## src/rtl/vliw_pkg.sv

```systemverilog
// vliw_pkg
//   Shared definitions for the VLIW writeback stage.
//   DATA_W / NUM_REGS are the default register width and register count;
//   REG_ADDR_W is fixed at 5 (32 architectural register names).
//   wb_bundle_t is the two-slot writeback bundle at the default data width.
package vliw_pkg;

  localparam int DATA_W     = 32;
  localparam int NUM_REGS   = 32;
  localparam int REG_ADDR_W = 5;

  typedef struct packed {
    logic                  s1Valid;
    logic [REG_ADDR_W-1:0] s1Rd;
    logic [DATA_W-1:0]     s1Data;
    logic                  s2Valid;
    logic [REG_ADDR_W-1:0] s2Rd;
    logic [DATA_W-1:0]     s2Data;
  } wb_bundle_t;

endpackage

```

## src/rtl/wb_bundle_fifo.sv

```systemverilog
// wb_bundle_fifo
//   Small circular buffer holding writeback bundles between issue and the
//   register-file write port.
// Ports:
//   clk, reset      clock, synchronous active-high reset
//   push, pop       enqueue wrData / dequeue head (ignored when full / empty)
//   flush           empties the buffer; wins over push and pop
//   wrData          incoming bundle
//   rdData          current head (valid while count != 0)
//   count           number of buffered entries
module wb_bundle_fifo
  import vliw_pkg::*;
#(
  parameter int WIDTH = 8,
  parameter int DEPTH = 2,
  localparam int CNT_W = $clog2(DEPTH + 1),
  localparam int PTR_W = (DEPTH > 1) ? $clog2(DEPTH) : 1
) (
  input  logic             clk,
  input  logic             reset,
  input  logic             push,
  input  logic             pop,
  input  logic             flush,
  input  logic [WIDTH-1:0] wrData,
  output logic [WIDTH-1:0] rdData,
  output logic [CNT_W-1:0] count
);

  logic [WIDTH-1:0] mem [DEPTH];
  logic [PTR_W-1:0] wrPtr;
  logic [PTR_W-1:0] rdPtr;
  logic             doWrite;
  logic             doRead;

  function automatic logic [PTR_W-1:0] nextPtr(input logic [PTR_W-1:0] p);
    return (p == PTR_W'(DEPTH - 1)) ? '0 : p + 1'b1;
  endfunction

  assign doWrite = push && !flush && (count < CNT_W'(DEPTH));
  assign doRead  = pop && !flush && (count != '0);
  assign rdData  = mem[rdPtr];

  always_ff @(posedge clk) begin
    if (doWrite) begin
      mem[wrPtr] <= wrData;
    end
  end

  always_ff @(posedge clk) begin
    if (reset || flush) begin
      wrPtr <= '0;
      rdPtr <= '0;
      count <= '0;
    end else begin
      if (doWrite) wrPtr <= nextPtr(wrPtr);
      if (doRead)  rdPtr <= nextPtr(rdPtr);
      case ({doWrite, doRead})
        2'b10:   count <= count + 1'b1;
        2'b01:   count <= count - 1'b1;
        default: count <= count;
      endcase
    end
  end

endmodule

```

## src/rtl/vliw_wb_stage.sv

```systemverilog
// vliw_wb_stage
//   Writeback stage for a two-slot VLIW core. Bundles are buffered, then the
//   head is decoded into per-register write selects and registered onto the
//   register-file port. Writes to r0 are dropped; when both slots target the
//   same register, slot 2 (later in program order) supplies the data.
// Ports:
//   clk, reset                    clock, synchronous active-high reset
//   s1_*/s2_*                     per-slot valid, destination, result
//   in_ready                      buffer has room; bundle accepted when high
//   stall                         hold writeback (no pop)
//   flush                         drop buffered and incoming bundles
//   regWrite1/2, writeData_1/2    per-slot write enable and data
//   decOut                        per-register write select bitmap
//   writeData_sel                 per-register slot select (1 = slot 2)
//   wb_count                      saturating count of register writes
module vliw_wb_stage
  import vliw_pkg::*;
#(
  parameter int DATA_W   = vliw_pkg::DATA_W,
  parameter int NUM_REGS = vliw_pkg::NUM_REGS,
  parameter int DEPTH    = 2
) (
  input  logic                  clk,
  input  logic                  reset,
  input  logic                  s1_valid,
  input  logic                  s2_valid,
  input  logic [4:0]            s1_rd,
  input  logic [4:0]            s2_rd,
  input  logic [DATA_W-1:0]     s1_data,
  input  logic [DATA_W-1:0]     s2_data,
  output logic                  in_ready,
  input  logic                  stall,
  input  logic                  flush,
  output logic                  regWrite1,
  output logic                  regWrite2,
  output logic [DATA_W-1:0]     writeData_1,
  output logic [DATA_W-1:0]     writeData_2,
  output logic [NUM_REGS-1:0]   decOut,
  output logic [NUM_REGS-1:0]   writeData_sel,
  output logic [15:0]           wb_count
);

  localparam int CNT_W = $clog2(DEPTH + 1);
  localparam logic [NUM_REGS-1:0] REG_ONE = NUM_REGS'(1);

  // Same layout as wb_bundle_t, but sized by this instance's DATA_W.
  typedef struct packed {
    logic                  s1Valid;
    logic [REG_ADDR_W-1:0] s1Rd;
    logic [DATA_W-1:0]     s1Data;
    logic                  s2Valid;
    logic [REG_ADDR_W-1:0] s2Rd;
    logic [DATA_W-1:0]     s2Data;
  } bundleT;

  bundleT              inBundle;
  bundleT              headBundle;
  logic [CNT_W-1:0]    fifoCount;
  logic                fifoEmpty;
  logic                doPush;
  logic                doPop;
  logic                rw1Next;
  logic                rw2Next;
  logic [NUM_REGS-1:0] oh1;
  logic [NUM_REGS-1:0] oh2;
  logic [NUM_REGS-1:0] decNext;
  logic [NUM_REGS-1:0] selNext;
  logic [16:0]         wbSum;

  assign inBundle = '{s1Valid: s1_valid, s1Rd: s1_rd, s1Data: s1_data,
                      s2Valid: s2_valid, s2Rd: s2_rd, s2Data: s2_data};

  // in_ready depends only on the buffer occupancy register, so a full
  // buffer never passes a bundle straight through even while popping.
  assign in_ready  = fifoCount < CNT_W'(DEPTH);
  assign fifoEmpty = fifoCount == '0;
  assign doPush    = in_ready && (s1_valid || s2_valid) && !flush;
  assign doPop     = !stall && !fifoEmpty && !flush;

  wb_bundle_fifo #(
    .WIDTH ($bits(bundleT)),
    .DEPTH (DEPTH)
  ) u_fifo (
    .clk    (clk),
    .reset  (reset),
    .push   (doPush),
    .pop    (doPop),
    .flush  (flush),
    .wrData (inBundle),
    .rdData (headBundle),
    .count  (fifoCount)
  );

  always_comb begin
    rw1Next = headBundle.s1Valid && (headBundle.s1Rd != '0);
    rw2Next = headBundle.s2Valid && (headBundle.s2Rd != '0);
    oh1     = REG_ONE << headBundle.s1Rd;
    oh2     = REG_ONE << headBundle.s2Rd;
    decNext = ({NUM_REGS{rw1Next}} & oh1) | ({NUM_REGS{rw2Next}} & oh2);
    // Slot 2 owns any register it writes, which also settles a same-rd clash.
    selNext = {NUM_REGS{rw2Next}} & oh2;
    // A same-rd pair collapses to one bit in decNext, so it counts once.
    wbSum   = {1'b0, wb_count} + 17'($countones(decNext));
  end

  always_ff @(posedge clk) begin
    if (reset) begin
      regWrite1     <= 1'b0;
      regWrite2     <= 1'b0;
      writeData_1   <= '0;
      writeData_2   <= '0;
      decOut        <= '0;
      writeData_sel <= '0;
      wb_count      <= '0;
    end else if (doPop) begin
      regWrite1     <= rw1Next;
      regWrite2     <= rw2Next;
      writeData_1   <= headBundle.s1Data;
      writeData_2   <= headBundle.s2Data;
      decOut        <= decNext;
      writeData_sel <= selNext;
      wb_count      <= wbSum[16] ? 16'hFFFF : wbSum[15:0];
    end else begin
      // Stall, empty or flush: drop the enables, keep the data lines steady.
      regWrite1     <= 1'b0;
      regWrite2     <= 1'b0;
      decOut        <= '0;
      writeData_sel <= '0;
    end
  end

endmodule

```

## config.mk

```make
export PLATFORM = sky130hd
export DESIGN_NAME = vliw_wb_stage
export DESIGN_NICKNAME = d
export VERILOG_FILES = /design/src/rtl/vliw_pkg.sv /design/src/rtl/wb_bundle_fifo.sv /design/src/rtl/vliw_wb_stage.sv
export SDC_FILE = /design/constraint.sdc
export NUM_CORES = 1
export LEC_CHECK = 0
export ABC_AREA = 1
export CORE_MARGIN = 2
export CORE_UTILIZATION = 47
export DETAILED_ROUTE_END_ITERATION = 10
export GPL_TIMING_DRIVEN = 0
export PLACE_DENSITY_LB_ADDON = 0.1
export SYNTH_ARGS = -nofsm -noshare
export SYNTH_HDL_FRONTEND = slang
export SYNTH_SLANG_ARGS = --single-unit
```

## constraint.sdc

```tcl
create_clock -name clk -period 6 [get_ports clk]
set_clock_uncertainty 0.1 [all_clocks]
set_input_delay 1.2 -clock clk [delete_from_list [all_inputs] [get_ports clk]]
set_output_delay 1.2 -clock clk [all_outputs]
set_load 0.1 [all_outputs]
```

==> flow_metrics.py <==
metrics = {
    "outcome": {
        "status": "complete, but fails checks",
        "failed_checks": "setup timing",
    },
    "global_route": {
        "track_usage": 0.222,
        "antenna_found_initial": 2,
        "grt_max_degree": 31,
        "grt-ovfl-total": 0,
        "grt_pass1_wl_mm": 46.1,
        "grt_pass1_vias": 8581,
    },
    "synthesis": {
        "yosys-top-cells-count": "edfxtp_1 (152), dfxtp_1 (151), nand2_1 (150)",
        "syn_area_mm2": 0.0120,
        "synth-main-ff-cell": "edfxtp_1",
        "synth_area_leaders": "edfxtp_1 (38%), dfxtp_1 (25%), mux2i_1 (5.3%), nand2_1 (4.7%), fa_1 (4.3%)",
        "yosysUniqueCellTypes": 38,
        "synth_top_area_cell": "edfxtp_1",
        "synth_edf_count": 152,
        "syn_area_per_cell_um2": 11.2,
        "yosysSeqAreaShare": 0.630,
        "synth_top_area_frac": 0.379,
        "async_flop_share": 0,
        "ys_warn_count": 0,
        "postSynthCellCount": 1079,
        "post-synth-top-count-cell": "edfxtp_1",
        "synth-seq-cells": 303,
    },
    "flow_run": {
        "maxCapViolCount": 0,
    },
    "clocking": {
        "clockRootBuffer": "clkbuf_16",
        "cts_buffer_depth": 3,
        "cts_max_level": 1,
        "tritoncts": "built",
        "hold_buffers": 0,
        "cts_made_buffers": 31,
        "cts_sinks": 303,
        "clkTransAtPathRegs_ps": 60,
        "clk_latency_ps": 560,
    },
    "routing": {
        "remaining_drc_errors": 0,
        "drt_iter0_drc": 606,
        "antenna_left": 0,
        "first_pass_iters": 7,
        "vias": 8715,
        "vias_per_cell": 5.03,
        "avgRoutedWirePerCell_um": 17.3,
        "routed_wl_mm": 30.0,
    },
    "timing": {
        "setup_violations": 16,
        "tightest_slew_ps": 1050,
        "finalMaxSlewViolations": 0,
        "min_period_ps": 6250,
        "post-route-period-util": 1.04,
        "fin_hold_ws_ps": 362,
        "rsz0062_at_grt": "yes",
        "relSlewSlack": 0.295,
        "max_freq_mhz": 160,
        "fin_ws_ps": -246,
        "final_hold_viol_count": 0,
    },
    "power": {
        "swShare": 0.240,
        "power_frac_seq": 0.484,
        "p_int_mw": 3.54,
        "power_density_mw_per_mm2": 282,
        "p_comb_frac": 0.110,
        "p_switching_mw": 1.12,
        "vdd_ir_drop_max_v": 0.000235,
        "p_leak_nw": 6.20,
        "pwr-share-clk": 0.406,
        "power_mw": 4.66,
    },
    "placement": {
        "dpl.hpwl_mm": 20.9,
        "finalWeightedCongestion": 0.888,
        "port_buffers": 225,
    },
    "critical_path": {
        "worstSetupEndpointType": "flop",
        "worstSetupPathType": "reg -> reg",
        "worstPathRequired_ps": 6330,
        "cp.arrival_ps": 6570,
        "startpoint_type": "flop",
        "cp_max_fo": 5,
    },
    "die": {
        "dieArea_mm2": 0.0269,
        "pin_count": 227,
        "core_mm2": 0.0252,
        "die_height_um": 164,
        "rows": 58,
        "fp.dieW_um": 164,
        "initial_core_util": 0.478,
    },
    "final_layout": {
        "final_util": 0.656,
        "nets": 1499,
        "drive_gt1_frac": 0.153,
        "syn_to_final_growth_pct": 37.1,
        "fillCellCount": 2026,
    },
    "worst_hold_path": {
        "hold_class": "reg -> reg",
    },
}
-- per-layer routing --
| layer | routed length (µm) | vias to the layer above | global-route usage |
|---|---|---|---|
| met5 | 16 | - | 0 |
| met4 | 934 | 2 | 0.0746 |
| met3 | 2240 | 58 | 0.0571 |
| met2 | 13900 | 275 | 0.354 |
| met1 | 13000 | 4125 | 0.298 |
| li1 | - | 4255 | - |
-- logic make-up (layout without fill, tap and decap cells) --
logic type	count (synthesis)	after routing	synth area share
AO/OA/AOI/OAI	198	198	0.0883
other	2	4	0.000624
multiplexers	64	64	0.0532
flip-flops	303	303	0.630
XOR/XNOR	5	5	0.00364
buffers and inverters	135	457	0.0492
AND/OR/NAND/NOR	330	330	0.115
adder cells (fa/ha/maj)	42	42	0.0599
-- power by group through the flow --
stage	Combinational, mW	Sequential, mW	Clock [mW]
after floorplan	0.190	2.41	0
after global placement	0.448	2.31	0
after detailed placement	0.460	2.30	0
after CTS	0.496	2.26	1.92
after global routing	0.554	2.26	2.01
final	0.511	2.26	1.89
-- registers in the layout, summed over array words and instances (netlist names), 2 cells and up, named ones only --
signal         cells
writeData_sel     32
writeData_1       32
decOut            32
u_fifo.mem       152
wb_count          16
u_fifo.count       2
writeData_2       32
-- timing repair --
item,CTS,global route
pin swaps,22,9
gates resized for setup,77,27
cloned,4,0
setup buffers,24,7
endpoints found under the setup margin,16,16
-- layout by cell type (no fill, tap or decap), types with 25 or more instances in the layout --
cell type        netlist  layout
dfxtp_1              151     150
clkdlybuf4s50_1        0     225
a21oi_1              101     101
buf_4                  8      38
mux2i_1               64      64
nand2_1              150     129
inv_1                 73      70
nor2_1               107      89
clkbuf_1              21      29
edfxtp_1             152     152
nand3_1               33      25
o21ai_0               75      73
clkbuf_16              0      31
-- per-stage QoR --
step / cells / cell area [µm²] / worst slack, ps / setup TNS [ps]
after floorplan: 1080 / 12000 / 161 / 0
after global placement: 1635 / 14700 / -1880 / -286780
after detailed placement: 1639 / 14800 / -633 / -8300
after CTS: 1725 / 16300 / -88.2 / -451
after global routing: 1733 / 16500 / -437 / -6020
final: 1733 / 16500 / -246 / -2550
-- worst max-delay path: stages, from the launching register on --
cell and delay, ps:
dfxtp_4 360, buf_12 150, buf_16 130, o21ai_4 280
inv_2 110, nor2_4 160, nand2_1 60, nor2_1 80
nand2_1 100, and2_4 150, fa_1 480, fa_1 590
fa_1 450, fa_1 550, fa_1 460, fa_1 530
fa_2 200, inv_2 50, fa_2 370, nand2_2 70
nand3_2 80, nand3_2 90, nand2_4 80, buf_4 150
nand3_4 90, nand2_1 60, nor2_1 90, nor2_1 50
-- layout make-up --
cell class              count  area [µm²]  area share
multi-input cells         642        4200       0.255
plain buffers              48         300      0.0182
repair buffers            264        2660       0.161
clock inverters            11         116     0.00705
diodes                      1        2.50    0.000152
well taps                 330         413      0.0250
clock buffers              47         900      0.0545
flip-flops and latches    303        7590       0.460
inverters                  87         327      0.0198
-- path summary, 6_finish.rpt --
| check | start | to | slack (ps) | cells past startpoint |
|---|---|---|---|---|
| max | flop | wb_count[14]$_SDFFE_PP0P_ | -250 | 27 |
| min | u_fifo.rdPtr$_SDFFE_PP0P_ | flop | 360 | 2 |
| max reg2reg | flop | wb_count[14]$_SDFFE_PP0P_ | -250 | 27 |
| min reg2reg | u_fifo.rdPtr$_SDFFE_PP0P_ | flop | 360 | 2 |
Power figures use the tool's default switching activity.
